File: src/rtl/uart_tx_sched.sv
// uart_tx_sched: two-requester byte scheduler feeding a UART transmitter.
// Each accepted byte goes through SEND (offered to the transmitter) and WAIT
// (frame on the wire). Only then does the next arbitration happen. A burst
// limit stops one requester from starving the other. A WAIT timeout abandons
// a frame whose tx_done_i never arrives.
//
// Handshakes:
//   requester side : req_valid_i[n] is a level request. req_ready_o[n] pulses
//                    combinationally, in IDLE only, for the single winner.
//                    The byte on req_data<n>_i is taken on that clock edge.
//   transmitter side: tx_valid_o/tx_data_o stay stable until the edge where
//                    tx_valid_o && tx_ready_i. tx_done_i is looked at only in
//                    WAIT, so a done pulse seen during SEND is ignored.
module uart_tx_sched #(
  parameter int unsigned BURST_MAX      = 4,
  parameter int unsigned TIMEOUT_CYCLES = 4096
) (
  input  logic       CLK,
  input  logic       RSTN,
  input  logic [1:0] req_valid_i,
  input  logic [7:0] req_data0_i,
  input  logic [7:0] req_data1_i,
  output logic [1:0] req_ready_o,
  output logic       tx_valid_o,
  output logic [7:0] tx_data_o,
  input  logic       tx_ready_i,
  input  logic       tx_done_i,
  output logic [1:0] grant_o,
  output logic       busy_o,
  output logic       timeout_err_o
);

  typedef enum logic [1:0] {
    ST_IDLE = 2'd0,
    ST_SEND = 2'd1,
    ST_WAIT = 2'd2
  } state_t;

  localparam logic [3:0]  BURST_LIM = 4'(BURST_MAX);
  localparam logic [15:0] TMO_LAST  = 16'(TIMEOUT_CYCLES - 1);

  state_t      state;
  state_t      state_nxt;
  logic        last_win;    // index of the most recent winner
  logic [3:0]  burst_cnt;   // consecutive grants to last_win, 0 = no burst yet
  logic [15:0] tmo_cnt;     // cycles spent in the current WAIT
  logic [1:0]  grant_q;

  logic        win;
  logic        keep_last;
  logic        accept;
  logic        tmo_hit;
  logic [1:0]  ready_int;

  // Arbitration: the current owner keeps the line while its burst is open.
  // burst_cnt == 0 means no burst has started. This covers the state after
  // reset, where last_win is 1 so requester 0 takes the first tie.
  always_comb begin
    keep_last = req_valid_i[last_win] && (burst_cnt != 4'd0) && (burst_cnt < BURST_LIM);
    if (keep_last) begin
      win = last_win;
    end else if (req_valid_i[!last_win]) begin
      win = !last_win;
    end else begin
      win = last_win;
    end
  end

  // Next-state and handshake decode; done beats the timeout when both land together.
  always_comb begin
    state_nxt = state;
    ready_int = 2'b00;
    accept    = 1'b0;
    tmo_hit   = 1'b0;
    case (state)
      ST_IDLE: begin
        if ((req_valid_i != 2'b00) && RSTN) begin
          accept    = 1'b1;
          ready_int = win ? 2'b10 : 2'b01;
          state_nxt = ST_SEND;
        end
      end
      ST_SEND: begin
        if (tx_ready_i) begin
          state_nxt = ST_WAIT;
        end
      end
      ST_WAIT: begin
        if (tx_done_i) begin
          state_nxt = ST_IDLE;
        end else if (tmo_cnt == TMO_LAST) begin
          tmo_hit   = 1'b1;
          state_nxt = ST_IDLE;
        end
      end
      default: begin
        state_nxt = ST_IDLE;
      end
    endcase
  end

  // State register.
  always_ff @(posedge CLK or negedge RSTN) begin
    if (!RSTN) begin
      state <= ST_IDLE;
    end else begin
      state <= state_nxt;
    end
  end

  // Byte latch, owner tracking and burst counting on each accept.
  always_ff @(posedge CLK or negedge RSTN) begin
    if (!RSTN) begin
      tx_data_o <= 8'h00;
      grant_q   <= 2'b00;
      last_win  <= 1'b1;
      burst_cnt <= 4'd0;
    end else if (accept) begin
      tx_data_o <= win ? req_data1_i : req_data0_i;
      grant_q   <= win ? 2'b10 : 2'b01;
      last_win  <= win;
      if (win == last_win) begin
        if (burst_cnt < BURST_LIM) begin
          burst_cnt <= burst_cnt + 4'd1;
        end
      end else begin
        burst_cnt <= 4'd1;
      end
    end else if ((state == ST_WAIT) && (state_nxt == ST_IDLE)) begin
      grant_q <= 2'b00;
    end
  end

  // WAIT cycle counter. It is held at zero outside WAIT, so each WAIT starts from 0.
  always_ff @(posedge CLK or negedge RSTN) begin
    if (!RSTN) begin
      tmo_cnt <= 16'd0;
    end else if (state == ST_WAIT) begin
      tmo_cnt <= tmo_cnt + 16'd1;
    end else begin
      tmo_cnt <= 16'd0;
    end
  end

  // One-cycle error pulse in the first IDLE cycle after an abandoned frame.
  always_ff @(posedge CLK or negedge RSTN) begin
    if (!RSTN) begin
      timeout_err_o <= 1'b0;
    end else begin
      timeout_err_o <= tmo_hit;
    end
  end

  // Outputs derived from registered state. Accept pulses are suppressed while reset is held.
  always_comb begin
    req_ready_o = ready_int;
    tx_valid_o  = (state == ST_SEND);
    busy_o      = (state != ST_IDLE);
    grant_o     = grant_q;
  end

endmodule
File: config.mk
export PLATFORM = sky130hd
export DESIGN_NAME = uart_tx_sched
export DESIGN_NICKNAME = d
export VERILOG_FILES = /design/src/rtl/uart_tx_sched.sv
export SDC_FILE = /design/constraint.sdc
export NUM_CORES = 1
export LEC_CHECK = 0
export ABC_AREA = 1
export CAP_MARGIN = 10
export CORE_ASPECT_RATIO = 0.6
export CORE_MARGIN = 2
export CORE_UTILIZATION = 50
export CTS_CLUSTER_SIZE = 10
export DETAILED_ROUTE_END_ITERATION = 12
export GPL_TIMING_DRIVEN = 0
export PLACE_DENSITY = 0.8
export SLEW_MARGIN = 15
export SYNTH_ARGS = -nofsm -noshare
export SYNTH_HDL_FRONTEND = slang
export SYNTH_SLANG_ARGS = --single-unit
File: constraint.sdc
create_clock -name CLK -period 1.5 [get_ports CLK]
set_input_delay 0.225 -clock CLK [delete_from_list [all_inputs] [get_ports CLK]]
set_output_delay 0.225 -clock CLK [all_outputs]
set_load 0.05 [all_outputs]
==> flow_metrics.env <==
export IMPL_grt_pass1_vias=1441
export IMPL_wl_per_cell_um=13.8
export IMPL_grt_max_degree=22
export IMPL_cts_tree="yes"
export IMPL_hold_class="primary input to asynchronous set/reset pin"
export IMPL_fin_area_um2=2460
export IMPL_htree_levels=2
export IMPL_antenna_found_initial=0
export IMPL_die_x_um=80.2
export IMPL_final_max_slew_viol_count=0
export IMPL_cp_arrival_ps=1580
export IMPL_p_total_mw=3.96
export IMPL_violations="setup timing"
export IMPL_worst_setup_path_type="register to primary output"
export IMPL_dieArea_um2=3990
export IMPL_worstPathRequired_ps=1270
export IMPL_ys_types=25
export IMPL_num_vias=1603
export IMPL_firstDrtPassIters=5
export IMPL_numCtsBuffers=5
export IMPL_place_hpwl_mm=2.80
export IMPL_p_per_area_nw_per_um2=1610
export IMPL_hold_ws_ps=26.6
export IMPL_placedCellCount=298
export IMPL_routed_wl_mm=4.44
export IMPL_final_setup_skew_ps=6.81
export IMPL_rsz0062_at_grt="true"
export IMPL_ir_worst_vdd_mv=1.13
export IMPL_grt_pass1_wl_mm=6.84
export IMPL_insertion_delay_ps=290
export IMPL_ios=37
export IMPL_status="complete, but fails checks"
export IMPL_max_freq_mhz=553
export IMPL_tightest_slew_ps=947
export IMPL_slew_headroom_pct=36.8
export IMPL_p_int_mw=2.16
export IMPL_reg2reg_setup_slack_ps=-70
export IMPL_seq_power_share_pct=32.4
export IMPL_final_setup_tns_ps=-1020
export IMPL_clkSinkCount=34
export IMPL_yosysWarnings=0
export IMPL_drc=0
export IMPL_cpPeakStageDelay_ps=390
export IMPL_viasPerCell=4.99
export IMPL_io_buffers=36
export IMPL_leakagePower_nw=1.17
export IMPL_rows=16
export IMPL_die_h_um=49.7
export IMPL_globalplace_congestion=0.856
export IMPL_slowest_stage="dfrtp_1"
export IMPL_syn_area_um2=1740
export IMPL_drt_iter0_markers=101
export IMPL_layout_nets=300
export IMPL_cp_end_kind="primary output"
export IMPL_core_area_um2=3280
export IMPL_start_kind="register"
export IMPL_rr_worst_depth=11
export IMPL_clk_path_buf_depth=2
export IMPL_switching_power_mw=1.80
export IMPL_grt_ovfl_total=0
export IMPL_antenna_left=0
export IMPL_path_cells="inv_2 > ha_4 > inv_4 > nand3_4 > nand2_2 > nand2_1 > nand2_1 > nor2_2 > buf_6 > buf_8"
export IMPL_maxCapViolations=0
export IMPL_r2r_start="burst_cnt[1]"
export IMPL_fin_cells=321
export IMPL_power_frac_clock_pct=16.2
export IMPL_clkTransAtPathRegs_ps=70
export IMPL_postSynthNetCount=241
export IMPL_crit_fanout=2
export IMPL_diodes=0
export IMPL_worst_r2r_endpoint="tx_data_o[7]"
export IMPL_hold_viol=0
export IMPL_post_route_period_util_pct=121
export IMPL_min_period_ps=1810
export IMPL_finalSetupViolations=11
export IMPL_critPathMostFrequentCell="nand2_1"
export IMPL_ys_seq_elements=34
export IMPL_cts_root_buf="clkbuf_8"
export IMPL_switching_share_pct=45.5
export IMPL_netlist_instances=216
export IMPL_seq_area_frac_synth_pct=48.9
export IMPL_drive_above_1_share_pct=24.3
export IMPL_worst_slack_ps=-308
export IMPL_synth_avg_cell_area_um2=8.06
export IMPL_grt_usage_pct=23.1
export IMPL_placed_cell_area_um2=2180
export IMPL_syn_to_final_growth_pct=41.2
export IMPL_initial_utilization_pct=53.0
export IMPL_comb_power_share_pct=51.4
## cell usage after synthesis, drive strengths merged
cell type / n / area share [%]
clkbuf: 1 / 0.22
o21a: 1 / 0.43
dfrtp: 33 / 47
nor2: 36 / 10
ha: 3 / 2.2
dfstp: 1 / 1.5
xor2: 6 / 3.0
nand2: 70 / 16
o21ai: 5 / 1.4
nand4: 1 / 0.36
inv: 25 / 5.4
buf: 2 / 0.72
nand3: 21 / 7.0
a21oi: 5 / 1.4
nor3: 5 / 2.3
o31ai: 1 / 0.43
## stage by stage
stage | utilization, % | setup WS, ps
2_1_floorplan | - | 4.42
3_3_place_gp | 65.8 | -2270
3_5_place_dp | 66.5 | -950
4_1_cts | 71.7 | -284
5_1_grt | 74.9 | -397
6_report | 74.9 | -308
## kinds of logic (layout without fill, tap and decap cells)
logic type      count (synthesis)  after routing  synth area share [%]
flops                          34             34                  48.9
buf+inv                        28             88                  6.32
xor+xnor                        6              6                  3.02
compound gates                 12             12                  3.74
simple gates                  133            133                  35.8
fa+ha+maj                       3              3                  2.16
## layer usage
metal | wire length [um] | up-vias | GRT usage [%]
met5 | 0 | - | 0
met3 | 313 | 7 | 5.68
met4 | 55 | 0 | 6.78
li1 | - | 790 | -
met1 | 2110 | 746 | 36.2
met2 | 1970 | 60 | 31.4
## registers in the layout, indices dropped and copies added (netlist names)
name           flops
grant_o            2
burst_cnt          4
timeout_err_o      1
state              2
tmo_cnt           16
tx_data_o          8
last_win           1
## layout by cell type, fill, tap and decap left out, drive strengths merged
cell type / instances
clkdlybuf4s15: 2
xor2: 6
clkbuf: 7
dlymetal6s2s: 2
nor3: 5
dfstp: 1
ha: 3
a21oi: 5
buf: 19
clkinv: 2
nand4: 1
o31ai: 1
dlygate4sd2: 11
inv: 25
clkdlybuf4s50: 18
dfrtp: 33
nand2: 70
o21ai: 5
dlymetal6s4s: 1
dlygate4sd3: 1
nor2: 36
nand3: 21
o21a: 1
## worst max path at each step
| stage | from | to | slack (ps) | depth (start not counted) |
|---|---|---|---|---|
| after floorplan | burst_cnt[0] | tx_data_o[0] | 4 | 10 |
| after detailed placement | RSTN | req_ready_o[0] | -950 | 8 |
| final | burst_cnt[1] | req_ready_o[0] | -310 | 10 |
| after global routing | burst_cnt[1] | req_ready_o[0] | -400 | 10 |
| after CTS | burst_cnt[0] | req_ready_o[0] | -280 | 10 |
| after global placement | RSTN | req_ready_o[0] | -2270 | 7 |
## area by class of cell
cell class | count | area, um^2
timing repair buffer | 52 | 507
buffer | 3 | 20.0
inverter | 25 | 96.3
fill | 240 | 823
clock buffer | 6 | 72.6
sequential | 34 | 853
multi-input combinational | 154 | 845
clock inverter | 2 | 10.0
tap | 45 | 56.3
## power by group through the flow
stage | registers, mW | clock network (mW) | logic [mW]
after global routing | 1.30 | 0.702 | 2.19
final | 1.28 | 0.643 | 2.03
after floorplan | 1.72 | 0 | 0.728
after detailed placement | 1.29 | 0 | 1.75
after global placement | 1.28 | 0 | 1.72
after CTS | 1.26 | 0.665 | 1.83
## worst max-delay path, delay by kind of cell, from the launching register on
kind          cells  cell delay, ps
flops             1             390
fa+ha+maj         1             150
buf+inv           4             390
simple gates      5             360
## timing repair
action / CTS / global route
endpoints found under the hold margin: 12 / 0
endpoints found under the setup margin: 15 / 39
pin swaps: 4 / 10
buffers inserted: 6 / 7
cloned: 0 / 0
hold buffers: 2 / 0
resized for setup: 40 / 14
Power figures use the tool's default switching activity.
